--- config.mk ---
export PLATFORM = sky130hd
export DESIGN_NAME = cam_stream_gen
export DESIGN_NICKNAME = d
export VERILOG_FILES = /design/src/rtl/cam_stream_gen.sv
export SDC_FILE = /design/constraint.sdc
export NUM_CORES = 1
export LEC_CHECK = 0
export BUFFER_PORTS_ARGS = -buffer_cell sky130_fd_sc_hd__buf_4
export CORE_ASPECT_RATIO = 1.2
export CORE_MARGIN = 4
export CORE_UTILIZATION = 50
export DETAILED_ROUTE_END_ITERATION = 10
export HOLD_SLACK_MARGIN = 0.08
export PLACE_DENSITY = 0.66
export RECOVER_POWER = 50
export REMOVE_ABC_BUFFERS = 1
export SLEW_MARGIN = 20
export SYNTH_ARGS = -nofsm -noshare
export SYNTH_HDL_FRONTEND = slang
export SYNTH_SLANG_ARGS = --single-unit
--- constraint.sdc ---
create_clock -name clk_in -period 4.2 [get_ports clk_in]
set_clock_uncertainty 0.1 [all_clocks]
set_input_delay 0.63 -clock clk_in [delete_from_list [all_inputs] [get_ports clk_in]]
set_output_delay 0.63 -clock clk_in [all_outputs]
set_load 0.005 [all_outputs]
--- src/rtl/cam_stream_gen.sv ---
// cam_stream_gen: OV7670-style parallel camera transmitter (pclk, vsync, href, RGB565 bytes)
// driven by an internal test-pattern generator. Define CAM_STREAM_EXT_EN for an external pixel source.
module cam_stream_gen #(
  parameter int H_PIXELS    = 320,
  parameter int V_LINES     = 240,
  parameter int H_BLANK     = 144,
  parameter int VSYNC_LINES = 3,
  parameter int V_BACK      = 17,
  parameter int V_FRONT     = 10,
  parameter int CLK_DIV     = 4
) (
  input  logic        clk_in,
  input  logic        rst_n_in,
  input  logic        enable_in,
  input  logic [1:0]  pattern_sel_in,
`ifdef CAM_STREAM_EXT_EN
  output logic        pixel_req_out,
  input  logic [15:0] pixel_in,
`endif
  output logic        pclk_out,
  output logic        vsync_out,
  output logic        href_out,
  output logic [7:0]  data_out,
  output logic        frame_done_out
);

  localparam int LT      = 2 * H_PIXELS + H_BLANK;
  localparam int ACT_B   = 2 * H_PIXELS;
  localparam int VS_T    = VSYNC_LINES * LT;
  localparam int VB_T    = V_BACK * LT;
  localparam int VF_T    = V_FRONT * LT;
  localparam int FRAME_T = (VSYNC_LINES + V_BACK + V_LINES + V_FRONT) * LT;
  localparam int CNT_W   = $clog2(FRAME_T + 1);
  localparam int HW      = $clog2(LT);
  localparam int XW      = (H_PIXELS > 1) ? $clog2(H_PIXELS) : 1;
  localparam int YW      = (V_LINES > 1) ? $clog2(V_LINES) : 1;
  localparam int DIV_W   = $clog2(CLK_DIV);
  localparam int HALF    = CLK_DIV / 2;

  typedef enum logic [2:0] {
    S_IDLE   = 3'd0,
    S_VSYNC  = 3'd1,
    S_VBACK  = 3'd2,
    S_ACTIVE = 3'd3,
    S_VFRONT = 3'd4
  } state_t;

  state_t             state_q, state_d;
  logic [DIV_W-1:0]   div_q, div_d;
  logic               pclk_q, pclk_d;
  logic               tick;
  logic [CNT_W-1:0]   cnt_q, cnt_d;
  logic [HW-1:0]      hcnt_q, hcnt_d;
  logic [YW-1:0]      line_q, line_d;
  logic [1:0]         pat_q, pat_d;
  logic               vsync_q, vsync_d;
  logic               href_q, href_d;
  logic [7:0]         data_q, data_d;
  logic               fd_q, fd_d;
  logic [15:0]        pix;
  logic               req_d;

`ifdef CAM_STREAM_EXT_EN
  logic               req_q;
  logic [DIV_W-1:0]   sdly_q;
  logic [15:0]        ext_q;
  logic [15:0]        hold_q;
`endif

  function automatic logic [15:0] pattern_pix(input logic [1:0] sel,
                                               input logic [XW-1:0] x,
                                               input logic [YW-1:0] y);
    logic [XW+2:0] x8;
    logic [2:0]    bar;
    logic [7:0]    xe;
    logic [7:0]    ye;
    logic [15:0]   c;
    x8  = {x, 3'b000};
    bar = 3'(x8 / (XW+3)'(H_PIXELS));
    xe  = 8'(x);
    ye  = 8'(y);
    case (sel)
      2'd0: begin
        case (bar)
          3'd0:    c = 16'hFFFF;
          3'd1:    c = 16'hFFE0;
          3'd2:    c = 16'h07FF;
          3'd3:    c = 16'h07E0;
          3'd4:    c = 16'hF81F;
          3'd5:    c = 16'hF800;
          3'd6:    c = 16'h001F;
          default: c = 16'h0000;
        endcase
      end
      2'd1:    c = {xe[4:0], xe[5:0], xe[4:0]};
      2'd2:    c = (xe[4] ^ ye[4]) ? 16'hFFFF : 16'h0000;
      default: c = {ye, xe};
    endcase
    return c;
  endfunction

  // pclk divider: pclk_out falls on the same edge that advances the frame timing
  always_comb begin
    tick   = (div_q == DIV_W'(CLK_DIV - 1));
    div_d  = tick ? '0 : div_q + 1'b1;
    pclk_d = (div_d >= DIV_W'(HALF));
  end

  always_ff @(posedge clk_in or negedge rst_n_in) begin
    if (!rst_n_in) begin
      div_q   <= '0;
      pclk_q  <= 1'b0;
      state_q <= S_IDLE;
      cnt_q   <= '0;
      hcnt_q  <= '0;
      line_q  <= '0;
      pat_q   <= '0;
      vsync_q <= 1'b0;
      href_q  <= 1'b0;
      data_q  <= '0;
      fd_q    <= 1'b0;
    end else begin
      div_q   <= div_d;
      pclk_q  <= pclk_d;
      state_q <= state_d;
      cnt_q   <= cnt_d;
      hcnt_q  <= hcnt_d;
      line_q  <= line_d;
      pat_q   <= pat_d;
      fd_q    <= fd_d;
      if (tick) begin
        vsync_q <= vsync_d;
        href_q  <= href_d;
        data_q  <= data_d;
      end
    end
  end

  always_comb begin
    state_d = state_q;
    cnt_d   = cnt_q;
    hcnt_d  = hcnt_q;
    line_d  = line_q;
    pat_d   = pat_q;
    fd_d    = 1'b0;
    if (tick) begin
      case (state_q)
        S_IDLE: begin
          if (enable_in) begin
            state_d = S_VSYNC;
            pat_d   = pattern_sel_in;
            cnt_d   = '0;
          end
        end
        S_VSYNC: begin
          if (cnt_q == CNT_W'(VS_T - 1)) begin
            state_d = S_VBACK;
            cnt_d   = '0;
          end else begin
            cnt_d = cnt_q + 1'b1;
          end
        end
        S_VBACK: begin
          if (cnt_q == CNT_W'(VB_T - 1)) begin
            state_d = S_ACTIVE;
            cnt_d   = '0;
            hcnt_d  = '0;
            line_d  = '0;
          end else begin
            cnt_d = cnt_q + 1'b1;
          end
        end
        S_ACTIVE: begin
          if (hcnt_q == HW'(ACT_B - 1) && line_q == YW'(V_LINES - 1)) begin
            fd_d = 1'b1;
          end
          if (hcnt_q == HW'(LT - 1)) begin
            hcnt_d = '0;
            if (line_q == YW'(V_LINES - 1)) begin
              state_d = S_VFRONT;
              cnt_d   = '0;
              line_d  = '0;
            end else begin
              line_d = line_q + 1'b1;
            end
          end else begin
            hcnt_d = hcnt_q + 1'b1;
          end
        end
        S_VFRONT: begin
          if (cnt_q == CNT_W'(VF_T - 1)) begin
            cnt_d = '0;
            if (enable_in) begin
              state_d = S_VSYNC;
              pat_d   = pattern_sel_in;
            end else begin
              state_d = S_IDLE;
            end
          end else begin
            cnt_d = cnt_q + 1'b1;
          end
        end
        default: state_d = S_IDLE;
      endcase
    end
  end

  // Outputs are derived from the next state so they register on the tick edge itself
  always_comb begin
    vsync_d = (state_d == S_VSYNC);
    href_d  = (state_d == S_ACTIVE) && (hcnt_d < HW'(ACT_B));
    req_d   = href_d && !hcnt_d[0];
    pix     = pattern_pix(pat_d, XW'(hcnt_d >> 1), line_d);
`ifdef CAM_STREAM_EXT_EN
    if (pat_d == 2'd3) begin
      pix = hcnt_d[0] ? hold_q : ext_q;
    end
`endif
    if (href_d) begin
      data_d = hcnt_d[0] ? pix[7:0] : pix[15:8];
    end else begin
      data_d = 8'h00;
    end
  end

`ifdef CAM_STREAM_EXT_EN
  // External pixels trail their request by one pixel slot; hold_q keeps both bytes together
  always_ff @(posedge clk_in or negedge rst_n_in) begin
    if (!rst_n_in) begin
      req_q  <= 1'b0;
      sdly_q <= '0;
      ext_q  <= '0;
      hold_q <= '0;
    end else begin
      req_q <= tick && req_d;
      if (tick && req_d) begin
        sdly_q <= DIV_W'(HALF);
        hold_q <= ext_q;
      end else if (sdly_q != '0) begin
        sdly_q <= sdly_q - 1'b1;
        if (sdly_q == DIV_W'(1)) begin
          ext_q <= pixel_in;
        end
      end
    end
  end

  assign pixel_req_out = req_q;
`else
  logic unused_req;
  assign unused_req = req_d;
`endif

  assign pclk_out       = pclk_q;
  assign vsync_out      = vsync_q;
  assign href_out       = href_q;
  assign data_out       = data_q;
  assign frame_done_out = fd_q;

endmodule

# Word-level counts from Yosys, hierarchy flattened
# Index checks and enable logic that the tools add are counted.
word_totals:
  reg_bits: 55
  inputBits: 5
  output_inout_bits: 12
  wordCells: 88
op_classes:
  add_sub_neg: 4
  div: 1
  n_lt_le_gt_ge: 2
  eq_ne: 24
  muxes: 38
  bitwise: 1
  reduce_logical: 7
ops:
  columns: ["operator", "count"]
  rows:
  - ["16-bit case mux with 7 select lines", 1]
  - ["18-bit 2-to-1 mux", 6]
  - ["18-bit case mux with 5 select lines", 1]
  - ["8-bit 2-to-1 mux", 6]
  - ["16-bit case mux with 3 select lines", 1]
  - ["10-bit 2-to-1 mux", 3]
  - ["3-bit 2-to-1 mux", 7]
  - ["10-bit == test (second input constant)", 2]
  - ["10-bit case mux with 2 select lines", 1]
  - ["18-bit by 1-bit adder with 18-bit output (second input constant)", 1]
  - ["18-bit by 12-bit == test with 1-bit output (second input constant)", 1]
  - ["18-bit by 13-bit == test with 1-bit output (second input constant)", 1]
  - ["18-bit by 14-bit == test with 1-bit output (second input constant)", 1]
  - ["16-bit 2-to-1 mux", 1]
  - ["8-bit case mux with 2 select lines", 1]
  - ["3-bit by 2-bit == test with 1-bit output (second input constant)", 5]
  - ["3-bit case mux with 5 select lines", 1]
  - ["12-bit by 9-bit divider with 12-bit output (second input constant)", 1]
  - ["3-bit == test (second input constant)", 4]
  - ["10-bit by 1-bit adder with 10-bit output (second input constant)", 1]
  - ["10-bit less-than comparator (second input constant)", 1]
  - ["3-bit by 1-bit == test with 1-bit output (second input constant)", 3]
  - ["8-bit by 1-bit adder with 8-bit output (second input constant)", 1]
  - ["8-bit == test (second input constant)", 1]
  - ["14 further kinds", 25]

# Logic depth before layout (Yosys ltp)
logic_depth:
  word_depth: 10
  mapped_depth: 13
  depth_no_buf: 11

# Worst setup path after synthesis
# OpenSTA, ideal clock, no wires.
synth_timing:
  kind: "register -> register"
  startpoint: "register cnt_q[14]"
  endpoint: "register data_q[4] (netlist: data_out[4])"
  setup_time_ns: 0.139
  arrival_time_ns: 2.893
  required_time_ns: 3.961
  path_slack_ns: 1.069
  path_stages_with_launch: 11
  n_path_buf: 1
  period_less_slack_ns: 3.131
  cell_sequence: "dfrtp_1 -> or4_4 -> or4_4 -> o21a_4 -> a221o_1 -> buf_6 -> a21boi_0 -> o21ai_1 -> a31oi_2 -> o32ai_1 -> o32ai_1"
synth_via:
  elab_chain_cells: 10
  elab_cells_between_ends: 37
  classes_between: "div: 1; order compare: 1; eq/ne: 12; mux: 19; bitwise: 1; reduce/logical: 3"
synth_rtl:
  columns: ["item", "line_no", "text"]
  rows:
  - ["start: declaration", "52", "logic [CNT_W-1:0] cnt_q, cnt_d;"]
  - ["start signal: assignment", "126", "cnt_q <= cnt_d;"]
  - ["18-bit by 14-bit == test with 1-bit output (*)", "164", "if (cnt_q == CNT_W'(VB_T - 1)) begin"]
  - ["10-bit 2-to-1 mux (*)", "164", null]
  - ["10-bit case mux with 2 select lines (*)", "147", "case (state_q)"]
  - ["10-bit 2-to-1 mux (*)", "146", "if (tick) begin"]
  - ["named net hcnt_d[8]", "53", "logic [HW-1:0] hcnt_q, hcnt_d;"]
  - ["12-bit by 9-bit divider with 12-bit output", "79", "bar = 3'(x8 / (XW+3)'(H_PIXELS));"]
  - ["3-bit == test, or another cell as far along", "84", "case (bar)"]
  - ["16-bit case mux with 7 select lines", "84", null]
  - ["16-bit case mux with 3 select lines", "82", "case (sel)"]
  - ["8-bit 2-to-1 mux", "220", "data_d = hcnt_d[0] ? pix[7:0] : pix[15:8];"]
  - ["8-bit 2-to-1 mux (*)", "219", "if (href_d) begin"]
  - ["end signal: assignment", "134", "data_q <= data_d;"]
  - ["end: declaration", "58", "logic [7:0] data_q, data_d;"]
# The timed path passes the listed nets; every way through them passes the cells marked *.
# A chain may end at the register's enable or synchronous reset.

# Worst setup path in the final report
layout_timing:
  startpoint: "register hcnt_q[0]"
  endpoint: "register data_q[0] (netlist: data_out[0])"
layout_via:
  elab_chain_cells: 10
  elab_cells_between_ends: 29
  classes_between: "add/sub: 1; div: 1; order compare: 1; eq/ne: 8; mux: 15; bitwise: 1; reduce/logical: 2"
layout_rtl:
  columns: ["item", "line_no", "text"]
  rows:
  - ["start: declaration", "53", null]
  - ["start signal: assignment", "127", "hcnt_q <= hcnt_d;"]
  - ["10-bit by 1-bit adder with 10-bit output or 10-bit == test (tied branches)", "187, 177", null]
  - ["10-bit 2-to-1 mux", "177", "if (hcnt_q == HW'(LT - 1)) begin"]
  - ["10-bit case mux with 2 select lines", "147", null]
  - ["10-bit 2-to-1 mux", "146", null]
  - ["12-bit by 9-bit divider with 12-bit output", "79", null]
  - ["3-bit == test, or another cell as far along", "84", null]
  - ["16-bit case mux with 7 select lines", "84", null]
  - ["16-bit case mux with 3 select lines", "82", null]
  - ["8-bit 2-to-1 mux", "220", null]
  - ["8-bit 2-to-1 mux (*)", "219", null]
# Every way passes the cells marked *; elsewhere a longest branch is shown, timed or not.

==> results.json <==
{
  "outcome": "finished, violations left",
  "violations": "max-capacitance violations, max-slew violations",
  "portBuffers": 16,
  "crit_buf_inv": 0,
  "cp.required_ns": 4.28,
  "drc_errors": 0,
  "grt_pass1_vias": 3009,
  "die_y_um": 99.1,
  "layout.nets": 430,
  "grt_overflow": 0,
  "syn_area_um2": 3450,
  "worst_slew_pin_slew_ns": 2.88,
  "wl_per_cell_um": 17.5,
  "syn_avg_cell_area_um2": 8.45,
  "wl_mm": 8.87,
  "worstPathCellList": "ha_1, nand3_1, nor4_1, nor3_1, a221o_1, nand2b_1, o21bai_1, a31o_2, a31oi_1, o221ai_1",
  "setup_violations": 0,
  "synthFlopType": "dfrtp_1",
  "via_per_inst": 6.40,
  "rsz0062_at_grt": "false",
  "yosysTopAreaCellShare_pct": 39.1,
  "track_usage_pct": 22.0,
  "cts_resized": 0,
  "hold_class": "flop to flop",
  "die_w_um": 83.9,
  "synth_edf_count": 0,
  "placed_cell_area_um2": 3660,
  "cts_buffer_depth": 2,
  "yosysSeqAreaShare_pct": 39.1,
  "htreeDepth": 2,
  "cp.arrival_ns": 3.73,
  "cts-buffers-inserted": 5,
  "worstSkewPairLatency_ns": 0.32,
  "hold_buffers": 0,
  "start_util_pct": 52.6,
  "post_cts_buffers": 0,
  "grt_max_degree": 55,
  "synth_top_area_cell": "dfrtp_1",
  "drt_iter0_drc": 295,
  "grt_first_pass_wirelength_mm": 14.9,
  "drive_above_1_share_pct": 12.3,
  "cts_root_buf": "clkbuf_8",
  "clock-sinks": 54,
  "final-instance-count-excl-fill": 507,
  "maxSlewViolCount": 55,
  "cts_tree": "built",
  "hold_violations": 0,
  "fin_setup_tns_ns": 0,
  "vdd_ir_drop_max_mv": 0.122,
  "clkTransAtPathRegs_ns": 0.11,
  "yosys_warnings": 0,
  "synthDistinctLibCells": 68,
  "antenna_found_initial": 0,
  "hpwl_mm": 6.42,
  "max-cap-violations": 1,
  "p_leak_nw": 1.55,
  "areaGrowthSynthToFinish_pct": 8.37,
  "io_pins": 17,
  "synthArstFlopShare_pct": 100,
  "slowest_stage": "nor4_1",
  "cp_max_fo": 11,
  "rows": 32,
  "design_area_um2": 3740,
  "start_kind": "flop",
  "slowest_delay_ns": 0.79,
  "antennaDiodeCount": 0,
  "period_needed_ns": 3.65,
  "ys_ff_latch": 54,
  "p_per_area_nw_per_um2": 226,
  "finalCritPeriodShare_pct": 87.0,
  "die_area_um2": 8310,
  "cp-end-kind": "flop",
  "power.total_uw": 845,
  "ant_nets": 0,
  "cp_top_family": "simple AND/OR/NAND/NOR gates",
  "coreArea_um2": 6570,
  "vias": 3247,
  "critical_path_class": "flop to flop",
  "timing.fmax_mhz": 274,
  "slew_headroom_pct": -91.9,
  "dp_cells": 499,
  "place_congestion": 0.881,
  "holdWs_ns": 0.329,
  "dr.pass1.iters": 5,
  "synthTopCellsByArea": "dfrtp_1 (39%), o21ai_0 (6.2%), nand2_1 (5.0%), nand3_1 (3.2%), o221ai_1 (3.0%)",
  "syn_inst": 409
}
[path summary, 6_finish.rpt]
check | to | from | cells after the start | slack (ns)
min reg2reg | div_q[0] | div_q[0] | 1 | 0.33
max in group asynchronous | hcnt_q[5] | rst_n_in | 1 | 1.26
max reg2reg | data_out[0] | hcnt_q[0] | 10 | 0.55
min in group asynchronous | line_q[7] | rst_n_in | 1 | 1.13
max | data_out[0] | hcnt_q[0] | 10 | 0.55
min | div_q[0] | div_q[0] | 1 | 0.33
[layout make-up]
type / count / area [µm²]
Sequential cell: 54 / 1350
Multi-Input combinational cell: 321 / 1970
Fill cell: 624 / 2820
Timing Repair Buffer: 23 / 165
Tap cell: 85 / 106
Clock inverter: 3 / 25.0
Inverter: 16 / 60.1
Clock buffer: 5 / 68.8
[synth_stat cells (2+ instances only)]
cell type	instances
o32ai_1	2
nor2b_1	3
or4b_2	2
nand2b_1	8
o21bai_1	2
a21oi_1	18
inv_1	13
nand3b_1	2
o211ai_1	6
a31oi_1	8
o21ai_1	7
o31ai_1	11
a22o_1	2
or3_1	5
nor3_1	13
inv_2	3
nor2_1	23
a21o_1	6
ha_1	4
and2_1	6
nor4_1	7
nand3_1	22
mux2i_1	3
o21ai_0	43
and3_1	15
o221ai_1	12
nand4_1	5
a31o_2	2
or4_4	2
dfrtp_1	54
nand4b_1	3
clkbuf_1	16
nand2_1	46
[stage by stage]
step           worst slack, ns  utilization [%]
2_1_floorplan            0.939                -
3_3_place_gp             0.561             55.7
3_5_place_dp             0.587             55.7
4_1_cts                  0.557             57.1
5_1_grt                  0.250             57.0
6_report                 0.548             57.0
[flip-flops by register name, summed over array words and instances (netlist names)]
signal and count:
pclk_out 1, line_q 8, hcnt_q 10, vsync_out 1, cnt_q 18, pat_q 2
state_q 3, div_q 1, href_out 1, frame_done_out 1, data_out 8
[where the power goes]
| group | switching, mW | internal, mW |
|---|---|---|
| logic | 0.0109 | 0.00209 |
| registers | 0 | 0.520 |
| clock network | 0.191 | 0.121 |
| total | 0.202 | 0.643 |
[metal layers]
metal / GRT usage (%) / share of wire [%]
met1: 28.6 / 43
met2: 36.6 / 50
met3: 2.93 / 4.2
met4: 9.28 / 3.4
met5: 0 / 0
[kinds of logic after synthesis]
| kind of cell | count (synthesis) | synth area share, % |
|---|---|---|
| flops | 54 | 39.1 |
| mux | 3 | 0.869 |
| buf+inv | 34 | 3.95 |
| simple gates | 174 | 27.2 |
| fa+ha+maj | 6 | 2.06 |
| xor+xnor | 1 | 0.254 |
| compound gates | 137 | 26.6 |
[cell usage in the layout (no fill, tap or decap), types with 4 or more instances in the layout]
cell       n
dfrtp_1   54
nand2_1   46
o21ai_0   43
nor2_1    23
nand3_1   22
a21oi_1   18
buf_4     17
and3_1    15
nor3_1    13
inv_1     13
o221ai_1  12
o31ai_1   11
nand2b_1   8
a31oi_1    8
nor4_1     7
o21ai_1    7
and2_1     6
o211ai_1   6
a21o_1     6
nand4_1    5
or3_1      5
clkbuf_8   5
ha_1       4
clkbuf_4   4
(Power assumes the default switching activity.)
